<file path="config.mk">
export PLATFORM = sky130hd
export DESIGN_NAME = mfifo_wr_arbiter
export DESIGN_NICKNAME = d
export VERILOG_FILES = /design/src/rtl/mfifo_arb_pkg.sv /design/src/rtl/mfifo_rr_pick.sv /design/src/rtl/mfifo_wr_arbiter.sv
export SDC_FILE = /design/constraint.sdc
export NUM_CORES = 1
export LEC_CHECK = 0
export BUFFER_PORTS_ARGS = -buffer_cell sky130_fd_sc_hd__buf_2
export CAP_MARGIN = 15
export CORE_MARGIN = 1.5
export CORE_UTILIZATION = 32
export CTS_CLUSTER_SIZE = 12
export DETAILED_ROUTE_END_ITERATION = 8
export GPL_ROUTABILITY_DRIVEN = 0
export PLACE_DENSITY = 0.78
export SETUP_SLACK_MARGIN = 0.1
export SYNTH_ARGS = -nofsm -noshare
export SYNTH_HDL_FRONTEND = slang
export SYNTH_SLANG_ARGS = --single-unit
</file>
<file path="constraint.sdc">
create_clock -name clk -period 3.4 [get_ports clk]
set_clock_uncertainty 0.15 [all_clocks]
set_input_delay 0.68 -clock clk [delete_from_list [all_inputs] [get_ports clk]]
set_output_delay 0.68 -clock clk [all_outputs]
set_load 0.02 [all_outputs]
</file>
<file path="src/rtl/mfifo_arb_pkg.sv">
// rtl/mfifo_arb_pkg.sv - shared types for the multi-requester FIFO write arbiter
package mfifo_arb_pkg;

    typedef enum logic [0:0] {
        ST_IDLE = 1'b0,
        ST_LOCK = 1'b1
    } arb_state_t;

endpackage

</file>
<file path="src/rtl/mfifo_rr_pick.sv">
// rtl/mfifo_rr_pick.sv - first set request at or after a start index, wrapping
module mfifo_rr_pick #(
    parameter int REQ_NUM = 4,
    parameter int ID_W    = $clog2(REQ_NUM)
) (
    input  logic [REQ_NUM-1:0] req,
    input  logic [ID_W-1:0]    start,
    output logic               found,
    output logic [ID_W-1:0]    index
);

    int j;

    // Walk offsets from the far end so the smallest offset from start wins.
    always_comb begin
        found = 1'b0;
        index = '0;
        j     = 0;
        for (int i = REQ_NUM - 1; i >= 0; i--) begin
            j = int'(start) + i;
            if (j >= REQ_NUM) begin
                j = j - REQ_NUM;
            end
            if (req[j[ID_W-1:0]]) begin
                found = 1'b1;
                index = j[ID_W-1:0];
            end
        end
    end

endmodule

</file>
<file path="src/rtl/mfifo_wr_arbiter.sv">
// rtl/mfifo_wr_arbiter.sv - packet-locked round-robin write arbiter into one FIFO
module mfifo_wr_arbiter
    import mfifo_arb_pkg::*;
#(
    parameter int REQ_NUM    = 4,
    parameter int DATA_WIDTH = 32
) (
    input  logic                                clk,
    input  logic                                rst_n,
    input  logic [REQ_NUM-1:0]                  req_valid_i,
    input  logic [REQ_NUM-1:0]                  req_last_i,
    input  logic [REQ_NUM-1:0][DATA_WIDTH-1:0]  req_data_i,
    output logic [REQ_NUM-1:0]                  req_ready_o,
    input  logic                                full_i,
    output logic                                wren_o,
    output logic [DATA_WIDTH-1:0]               wdata_o,
    output logic                                grant_valid_o,
    output logic [$clog2(REQ_NUM)-1:0]          grant_id_o
);

    localparam int ID_W = $clog2(REQ_NUM);

    arb_state_t      state;
    logic [ID_W-1:0] rr_ptr;
    logic [ID_W-1:0] lock_id;

    logic            pick_found;
    logic [ID_W-1:0] pick_idx;
    logic            gnt_v;
    logic [ID_W-1:0] gnt_id;
    logic            xfer;
    logic            xfer_last;
    logic [ID_W-1:0] gnt_next;

    mfifo_rr_pick #(
        .REQ_NUM (REQ_NUM),
        .ID_W    (ID_W)
    ) u_pick (
        .req   (req_valid_i),
        .start (rr_ptr),
        .found (pick_found),
        .index (pick_idx)
    );

    // In LOCK the owner keeps the grant even while its valid is low.
    always_comb begin
        gnt_v  = 1'b0;
        gnt_id = rr_ptr;
        if (state == ST_LOCK) begin
            gnt_v  = 1'b1;
            gnt_id = lock_id;
        end else if (pick_found) begin
            gnt_v  = 1'b1;
            gnt_id = pick_idx;
        end
    end

    assign xfer      = gnt_v && req_valid_i[gnt_id] && !full_i;
    assign xfer_last = xfer && req_last_i[gnt_id];
    assign gnt_next  = (gnt_id == ID_W'(REQ_NUM - 1)) ? '0 : gnt_id + ID_W'(1);

    always_ff @(posedge clk or negedge rst_n) begin
        if (!rst_n) begin
            state   <= ST_IDLE;
            rr_ptr  <= '0;
            lock_id <= '0;
        end else begin
            if (xfer_last) begin
                state  <= ST_IDLE;
                rr_ptr <= gnt_next;
            end else if (state == ST_IDLE && gnt_v) begin
                state   <= ST_LOCK;
                lock_id <= gnt_id;
            end
        end
    end

    // Outputs are forced low combinationally so reset takes effect without a clock.
    always_comb begin
        req_ready_o   = '0;
        wren_o        = 1'b0;
        wdata_o       = '0;
        grant_valid_o = 1'b0;
        grant_id_o    = '0;
        if (rst_n) begin
            grant_valid_o = gnt_v;
            grant_id_o    = gnt_id;
            if (xfer) begin
                wren_o              = 1'b1;
                wdata_o             = req_data_i[gnt_id];
                req_ready_o[gnt_id] = 1'b1;
            end
        end
    end

endmodule

</file>
Word-level counts from Yosys, hierarchy flattened --
Cells that the tools add are included. W data, S select, Z words.
Operators by class: muxes and demuxes 43, reductions and logical operators 8, bitwise gates (word level) 2, add/subtract/negate cells 8, eq/ne operators 1, magnitude comparators 10
Operators by type and width (count):
- $mux W32 | 3
- $bmux W32 S2 | 1
- $mux W2 | 12
- $mux W1 | 18
- $lt A2 B3 Y1 const B | 5
- $bmux W1 S2 | 6
- $ge A3 B3 Y1 const B | 3
- $mux W4 | 2
- $sub A2 B1 Y2 const B | 4
- $add A2 B2 Y3 const B | 2
- $logic_and A1 B1 Y1 | 5
- $add A2 B1 Y3 const B | 1
- $ge A2 B3 Y1 const B | 1
- $add A2 B1 Y2 const B | 1
- $demux W1 S2 | 1
- $eq A2 B2 Y1 const B | 1
- $ge A2 B1 Y1 const B | 1
- $not A1 Y1 | 2
- $reduce_and A2 Y1 | 1
- $reduce_bool A2 Y1 | 1
- $logic_not A1 Y1 | 1
Storage, ports and cells: bits of input ports 139, register bits 5, output and inout port bits 40

Logic depth before layout (Yosys ltp) --
Gate-level depths: netlist (run 1).
depth after elaboration 18, mapped depth 11

Modules after synthesis --
A second synthesis (run 1) with hierarchy kept.
Unflattened totals: cell total of the unflattened synthesis 143, area, all modules 1635.3 um^2
Modules (own cells, without submodules):
- mfifo_wr_arbiter | area an instance 1557.7 um^2, instances 1, cells an instance 130
- mfifo_rr_pick | area an instance 77.6 um^2, instances 1, cells an instance 13

Worst setup path after synthesis (run 1) --
OpenSTA, ideal clock, no wires.
path type input port to output port, from in req_valid_i[3], to out wdata_o[0], stages 8, data arrival time 2.691 ns, path buffers 2, path slack -0.121 ns, cell sequence buf_6 > and2b_1 > o21ai_0 > a41oi_2 > inv_2 > buf_2 > mux4_2 > and2_1
On the way: cells in the longest elaborated chain, start to end 14, elaborated cells between the ends (all ways) 28, those cells by class 26 x mux; 2 x reduce/logical
Ends and longest elaborated chain:
- from (decl) | line mfifo_wr_arbiter.sv:10 | input logic [REQ_NUM-1:0] req_valid_i,
- $bmux W1 S2 | line mfifo_rr_pick.sv:24 | if (req[j[ID_W-1:0]]) begin
- $mux W1 (implied by the code) | line mfifo_rr_pick.sv:24
- $mux W2 / $mux W1 (equally long branches) (4 in a row) | line mfifo_rr_pick.sv:24
- $mux W2 (*) | line mfifo_wr_arbiter.sv:52 | end else if (pick_found) begin
- $mux W2 (*) | line mfifo_wr_arbiter.sv:49 | if (state == ST_LOCK) begin
- via gnt_id[0] | line mfifo_wr_arbiter.sv:30 | logic [ID_W-1:0] gnt_id;
- $bmux W1 S2 | line mfifo_wr_arbiter.sv:58 | assign xfer = gnt_v && req_valid_i[gnt_id] && !full_i;
- $mux W1 (implied by the code) | line mfifo_wr_arbiter.sv:58
- $logic_and A1 B1 Y1 (2 in a row) | line mfifo_wr_arbiter.sv:58
- $mux W32 (*) | line mfifo_wr_arbiter.sv:88 | if (xfer) begin
- $mux W32 (*) | line mfifo_wr_arbiter.sv:85 | if (rst_n) begin
- to (decl) | line mfifo_wr_arbiter.sv:16 | output logic [DATA_WIDTH-1:0] wdata_o,
The timed path passes the listed nets; every way through them passes the cells marked *. The select of a mux whose other input is x is not followed.

Worst setup path after layout (run 1) --
from in req_valid_i[3], to out wdata_o[29]
On the way: cells in the longest elaborated chain, start to end 14, elaborated cells between the ends (all ways) 28, those cells by class 26 x mux; 2 x reduce/logical
Ends and longest elaborated chain (line):
- $bmux W1 S2 | mfifo_rr_pick.sv:24
- $mux W1 (implied by the code) | mfifo_rr_pick.sv:24
- $mux W2 / $mux W1 (equally long branches) (4 in a row) | mfifo_rr_pick.sv:24
- $mux W2 | mfifo_wr_arbiter.sv:52
- $mux W2 | mfifo_wr_arbiter.sv:49
- $bmux W1 S2 | mfifo_wr_arbiter.sv:58
- $mux W1 (implied by the code) | mfifo_wr_arbiter.sv:58
- $logic_and A1 B1 Y1 (2 in a row) | mfifo_wr_arbiter.sv:58
- $mux W32 (*) | mfifo_wr_arbiter.sv:88
- $mux W32 (*) | mfifo_wr_arbiter.sv:85
Mark *: on every way between the ends. The rest lies on a longest branch, timed or not. The select of a mux whose other input is x is not followed.

==> results of run 1 <==
routing by layer:
metal | track usage [%] | part of all wire [%] | routed length, um | vias up
met5 | 0 | 0 | 0 | -
met4 | 4.563 | 0.87 | 73 | 0
met3 | 8.568 | 9.8 | 819 | 8
met2 | 46.12 | 52 | 4390 | 143
met1 | 29.71 | 37 | 3094 | 1168
li1 | - | - | - | 1026
power groups by stage:
stage               clock network, mW  registers [mW]  logic [mW]
global placement                    0           0.136        1.86
detailed placement                  0           0.137        1.88
global route                    0.113           0.153        2.47
floorplan                           0           0.115        1.40
CTS                             0.110           0.137        2.23
finish                          0.108           0.147        2.34
cells in the mapped netlist, drive strengths merged (2+ instances only):
cell | instances | area share (%)
o21ai | 5 | 1.5
or2 | 2 | 0.75
and3 | 3 | 1.1
and2 | 40 | 15
a211oi | 2 | 0.90
inv | 7 | 1.6
nor4 | 2 | 0.75
nor2b | 3 | 1.1
a2111oi | 3 | 2.7
mux4 | 32 | 43
nand2 | 2 | 0.45
ha | 4 | 3.0
buf | 11 | 4.8
mux2i | 2 | 1.2
a221o | 2 | 1.2
o31ai | 3 | 2.2
dfrtp | 5 | 7.5
nor3 | 2 | 0.60
nor2 | 12 | 2.7
registers in the layout, indices dropped and copies added, names as in the netlist:
register,count
lock_id,2
rr_ptr,2
state,1
kinds of logic after synthesis:
logic type      after synthesis  share of synthesized area, %
compound gates               25                         13.92
buf+inv                      19                         6.586
mux                          35                         44.98
fa+ha+maj                     4                         2.994
simple gates                 69                         24.03
flops                         5                         7.485
critical path: stages:
cell and delay (ns):
buf_8 0.08, and3b_1 0.18, o21a_1 0.21, o31ai_4 0.31, mux2i_2 0.28, and2_4 0.18, a2111oi_4 0.04, buf_4 0.17
buf_12 0.12, buf_12 0.12, and2_2 0.17, buf_6 0.13
path summary, 6_finish.rpt:
kind                           startpoint     endpoint  slack (ns)
setup reg to reg                rr_ptr[1]    rr_ptr[1]        0.64
hold reg to reg                lock_id[0]   lock_id[0]        0.36
hold / removal                      rst_n   lock_id[1]        0.12
setup / recovery           req_valid_i[3]  wdata_o[29]       -0.11
min in group clk               lock_id[0]   lock_id[0]        0.36
max in group asynchronous           rst_n    rr_ptr[1]        2.83
timing repair:
| action | in CTS | in global routing |
|---|---|---|
| cloned | 3 | 1 |
| endpoints found under the setup margin | 37 | 37 |
| gates resized for setup | 102 | 18 |
| buffers inserted | 7 | 5 |
| pin swaps | 5 | 7 |
cells in the final DEF (no fill, tap or decap), types with 2 or more instances in the layout:
| master | instances |
|---|---|
| ha_1 | 4 |
| buf_12 | 9 |
| and2_2 | 2 |
| a221o_1 | 2 |
| nor2_1 | 10 |
| o31ai_1 | 2 |
| buf_6 | 39 |
| mux4_2 | 32 |
| and3_1 | 3 |
| nor3_1 | 2 |
| buf_8 | 2 |
| a2111oi_0 | 2 |
| dfrtp_1 | 4 |
| o21ai_1 | 2 |
| nand2_1 | 2 |
| and2_4 | 34 |
| buf_4 | 20 |
| clkbuf_8 | 3 |
| nor2b_1 | 2 |
| buf_2 | 140 |
| mux2i_2 | 2 |
| nor2_2 | 2 |
| a211oi_1 | 2 |
| and2_1 | 4 |
| o21ai_0 | 2 |
| inv_1 | 6 |
final cells by class:
| cell class | count | area, um^2 |
|---|---|---|
| fill | 393 | 1698 |
| timing repair buffer | 211 | 1525 |
| sequential | 5 | 126.4 |
| clock buffer | 4 | 45.04 |
| inverter | 7 | 26.28 |
| tap | 70 | 87.58 |
| multi-input combinational | 133 | 1567 |
per-stage QoR:
step           setup WS [ns]  hold WS, ns  util (%)  instances
4_1_cts             -0.08901       0.1199     65.88        427
3_3_place_gp         -0.1183       0.3508     55.65        413
3_5_place_dp         -0.1736       0.3510     55.65        413
6_report             -0.1121       0.1213     66.54        430
2_1_floorplan        0.04432       0.2344         -        157
5_1_grt              -0.2236       0.1295     66.54        430
==> qor.yml, run 1 <==
pwr:
  power.share.clock_pct: 4.2
  p_sw_share_pct: 42.37
  p_leak_nw: 1.682
  power_density_nw_per_um2: 768.7
  power_frac_seq_pct: 5.6
  p_int_mw: 1.496
  switchingPower_mw: 1.100
  finalPower_mw: 2.596
  peakVddDrop_mv: 0.7355
  combPwrFrac_pct: 90.2
global_routing:
  grt_usage_pct: 25.52
  grt_max_degree: 17
  antenna_found_initial: 0
  grt_pass1_wl_mm: 10.55
  grt_pass1_vias: 2179
  overflow: 0
synthesis:
  synth.avg_cell_area_um2: 10.65
  syn-cell-area_um2: 1672
  synth_nets: 300
  synthCells: 157
  ys.flop_type: "dfrtp_1"
  yosysUniqueCellTypes: 39
  ys_seq_area_share_pct: 7.485
  yosys_warnings: 0
  synth_edf_count: 0
  async_reset_ff_share_pct: 100.0
  synth_seq_cells: 5
timing:
  hold_viol_final: 0
  layout_setup_ws_ns: -0.1121
  post-route-period-util_pct: 103.3
  max_freq_ghz: 0.2847
  setup_violations: 36
  fin_crit_ns: 3.512
  worst_pin_slew_ns: 0.4946
  max-slew-margin-rel_pct: 66.18
  setup_tns_ns: -1.776
  slew_viol_final: 0
  rsz0062_at_grt: "yes"
floorplanning:
  start_util_pct: 32.94
  std_cell_rows: 26
  core_area_um2: 5075
  die_area_um2: 5666
  fp.dieH_um: 75.28
  io_pins: 179
  fp.dieW_um: 75.28
run_status:
  violations: "setup timing"
  status: "finished, violations left"
clock_network:
  clock_latency_ns: 0.22
  htreeDepth: 1
  root_buffer: "clkbuf_8"
  clk_pin_slew_worst_paths_ns: 0.04
  cts_tree: "built"
  cts_buffers: 3
  clock_path_buffers: 2
  cts.sinks: 5
  hold_buffers: 0
route:
  wirelength_mm: 8.377
  vias_per_cell: 5.453
  drtIter0Drc: 77
  ant_nets: 0
  firstDrtPassIters: 4
  wl_per_cell_um: 19.48
  drcViolationCount: 0
  num_vias: 2345
worst_setup_path:
  r2r_cells: 9
  arrival_ns: 2.68
  start_kind: "input pin"
  worstSetupPathType: "input pin to output port"
  required_ns: 2.57
  worstPathMaxFanout: 8
  end_kind: "output port"
placement:
  place_area_um2: 2824
  dp_hpwl_mm: 6.109
  io_buffers: 178
final_layout:
  fin_area_um2: 3377
  antenna_cells: 0
  drive_above_1_share_pct: 83.06
  area_delta_synth_final_pct: 102.0
  nNetsFinal: 504
run:
  cap_viol_max_count: 0
hold_path:
  hp-class: "input pin to asynchronous set/reset pin"
No activity file was read; power rests on OpenSTA's default activity.
==> run 2: changes to the inputs <==
--- a/config.mk
+++ b/config.mk
@@ -5,6 +5,7 @@
 export SDC_FILE = /design/constraint.sdc
 export NUM_CORES = 1
 export LEC_CHECK = 0
+export ABC_CLOCK_PERIOD_IN_PS = 3400
 export BUFFER_PORTS_ARGS = -buffer_cell sky130_fd_sc_hd__buf_2
 export CAP_MARGIN = 15
 export CORE_MARGIN = 1.5
@@ -12,6 +13,7 @@
 export CTS_CLUSTER_SIZE = 12
 export DETAILED_ROUTE_END_ITERATION = 8
 export GPL_ROUTABILITY_DRIVEN = 0
+export GPL_TIMING_DRIVEN = 0
 export PLACE_DENSITY = 0.78
 export SETUP_SLACK_MARGIN = 0.1
 export SYNTH_ARGS = -nofsm -noshare
==> constraint.sdc (replaced) <==
create_clock -name clk -period 3.4 [get_ports clk]
set_clock_uncertainty 0.15 [all_clocks]
set_input_delay 0.68 -clock clk [delete_from_list [all_inputs] [get_ports clk]]
set_output_delay 0.68 -clock clk [all_outputs]
set_load 0.1 [all_outputs]
==> run 2 against run 1 <==
  * The flow still finishes with violations (setup timing)
  * First-iteration DRC count is 7.8% higher
  * Sequential share of layout area shrank 0.38 points
  * Clock-buffer cell count unchanged
  * Critical path depth fell by 1
  * Register-to-register slack worse by 0.08 ns
  * Via count fell by 2.8%
  * Global-route usage rose by 1.4 points
  * Sequential power fell by 7%
  * Maximum frequency increased by 0.31%
  * Final cell count down 0.47%
  * Setup slack better by 0.011 ns
  * Largest cell class is now non-clock buffers
  * Highest routed layer unchanged
==> qor.yml, run 2 (synthesized netlist as in run 1, its figures left out) <==
pwr:
  power_frac_seq_pct: 3.9  # was 5.6%
  p_sw_share_pct: 50.74  # was 42.37%
  power_density_nw_per_um2: 948.3  # was 768.7 nW/um^2
  p_leak_nw: 1.762  # was 1.682 nW
  finalPower_mw: 3.559  # was 2.596 mW
  switchingPower_mw: 1.806  # was 1.100 mW
  peakVddDrop_mv: 0.6619  # was 0.7355 mV
  power.share.clock_pct: 3.0  # was 4.2%
  p_int_mw: 1.753  # was 1.496 mW
  combPwrFrac_pct: 93.1  # was 90.2%
run_status:
  status: "finished, violations left"  # unchanged
  violations: "setup timing"  # unchanged
route:
  firstDrtPassIters: 4  # unchanged
  wirelength_mm: 8.247  # was 8.377 mm
  drcViolationCount: 0  # unchanged
  vias_per_cell: 5.327  # was 5.453
  wl_per_cell_um: 19.27  # was 19.48 um
  drtIter0Drc: 83  # was 77
  num_vias: 2280  # was 2345
  ant_nets: 0  # unchanged
timing:
  post-route-period-util_pct: 103.0  # was 103.3%
  max_freq_ghz: 0.2856  # was 0.2847 GHz
  hold_viol_final: 0  # unchanged
  fin_crit_ns: 3.501  # was 3.512 ns
  max-slew-margin-rel_pct: 59.96  # was 66.18%
  setup_violations: 35  # was 36
  rsz0062_at_grt: "yes"  # unchanged
  layout_setup_ws_ns: -0.1014  # was -0.1121 ns
  slew_viol_final: 0  # unchanged
  worst_pin_slew_ns: 0.5952  # was 0.4946 ns
clock_network:
  clock_path_buffers: 2  # unchanged
  clk_pin_slew_worst_paths_ns: 0.03  # was 0.04 ns
  hold_buffers: 0  # unchanged
  cts_tree: "built"  # unchanged
  root_buffer: "clkbuf_8"  # unchanged
  htreeDepth: 1  # unchanged
  cts_buffers: 3  # unchanged
  cts.sinks: 5  # unchanged
  clock_latency_ns: 0.22  # about the same
final_layout:
  reg_top3: "lock_id: 2 flops, rr_ptr: 2 flops, state: 1 flops"  # unchanged
  final_common_cell: "buf_2"  # unchanged
  drive_above_1_share_pct: 84.36  # was 83.06%
  nNetsFinal: 502  # was 504
  antenna_cells: 0  # unchanged
  area_delta_synth_final_pct: 124.6  # was 102.0%
  fill_cells: 328  # was 393
  mostFrequentLayoutCells: "136 x buf_2, 42 x buf_12, 37 x and2_4, 32 x mux4_2, 13 x buf_4"  # was 140 x buf_2, 39 x buf_6, 34 x and2_4, 32 x mux4_2, 20 x buf_4
  fin_area_um2: 3754  # was 3377 um^2
worst_setup_path:
  worstSetupPathType: "input pin to output port"  # unchanged
  start_kind: "input pin"  # unchanged
  timing.rr.end: "rr_ptr[1]"  # unchanged
  end_kind: "output port"  # unchanged
  required_ns: 2.57  # about the same
  crit_path_end: "wdata_o[4]"  # was wdata_o[29]
  critPathLaunch: "req_valid_i[1]"  # was req_valid_i[3]
  arrival_ns: 2.67  # was 2.68 ns
  r2r_cells: 8  # was 9
  worstPathMaxFanout: 10  # was 8
  r2r_slack_ns: 0.56  # was 0.64 ns
  r2r-start: "rr_ptr[1]"  # unchanged
global_routing:
  overflow: 0  # unchanged
  antenna_found_initial: 0  # unchanged
  grt_usage_pct: 26.93  # was 25.52%
  grt_max_degree: 12  # was 17
  grt_pass1_vias: 2341  # was 2179
  grt_pass1_wl_mm: 11.44  # was 10.55 mm
floorplanning:
  io_pins: 179  # unchanged
  fp.dieW_um: 75.28  # unchanged
  std_cell_rows: 26  # unchanged
  die_area_um2: 5666  # unchanged
  fp.dieH_um: 75.28  # unchanged
  core_area_um2: 5075  # unchanged
  start_util_pct: 32.94  # unchanged
placement:
  dp_hpwl_mm: 5.797  # was 6.109 mm
  io_buffers: 177  # was 178
  place_area_um2: 2754  # was 2824 um^2
run:
  cap_viol_max_count: 0  # unchanged
hold_path:
  hp-class: "input pin to asynchronous set/reset pin"  # unchanged
## run 2: cell types whose count changed in the layout (fill, tap and decap cells not counted), sizes merged
cell,delta
buf,-3
clkbuf,+1
## run 2: worst min path at each step
stage | start | to | slack (ns) | cells after the start
3_3_place_gp | rst_n | lock_id[1] | 0.35 | 1
2_1_floorplan | rst_n | lock_id[0] | 0.23 | 0
3_5_place_dp | rst_n | state | 0.35 | 1
4_1_cts | rst_n | state | 0.12 | 1
5_1_grt | rst_n | state | 0.12 | 1
6_report | rst_n | state | 0.12 | 1
## run 2: worst max-delay path: stages
cell and delay [ns]:
buf_6 0.11, nand3b_1 0.16, o221ai_4 0.15, o31ai_4 0.28, mux2i_2 0.12, and2_4 0.17, a2111oi_4 0.30, buf_6 0.22
buf_12 0.14, and2_4 0.16, buf_12 0.17
## run 2: per-layer routing
layer	up-vias	global-route usage, %	wire length (um)
met3	22	10.17	846
li1	1019	-	-
met2	136	47.39	4411
met4	0	9.127	197
met1	1103	29.90	2792
met5	-	0	0
## run 2: cell type report
class                           instances  area [um^2]  share of cell area (%)
Buffer                                 12        187.7                   5.000
Clock buffer                            4        45.04                   1.200
Inverter                                7        28.78                  0.7667
Multi-Input combinational cell        133         1622                   43.20
Sequential cell                         5        126.4                   3.367
Tap cell                               70        87.58                   2.333
Timing Repair Buffer                  197         1657                   44.13
## run 2: timing repair
item,CTS,global route
endpoints found under the hold margin,0,0
gates resized for setup,205,10
pin swaps,7,4
setup endpoints to repair,38,37
gates cloned,1,1
buffers inserted,16,2
## run 2: power groups by stage
stage	sequential, mW	clock, mW	combinational, mW
after detailed placement	0.127	0	2.47
after floorplan	0.115	0	2.08
after CTS	0.130	0.111	3.21
final	0.137	0.108	3.31
after global placement	0.126	0	2.44
after global routing	0.143	0.116	3.47
## run 2: through the flow
stage | setup TNS, ns | hold slack, ns | util (%) | instances | setup WS [ns]
final | -2.807 | 0.1224 | 73.96 | 428 | -0.1014
after global routing | -6.221 | 0.1220 | 73.96 | 428 | -0.1952
after CTS | -1.260 | 0.1215 | 72.36 | 425 | -0.05787
after detailed placement | -29.16 | 0.3523 | 54.27 | 404 | -0.8336
after global placement | -28.11 | 0.3460 | 54.27 | 404 | -0.8055
after floorplan | -5.617 | 0.2344 | - | 157 | -0.2139
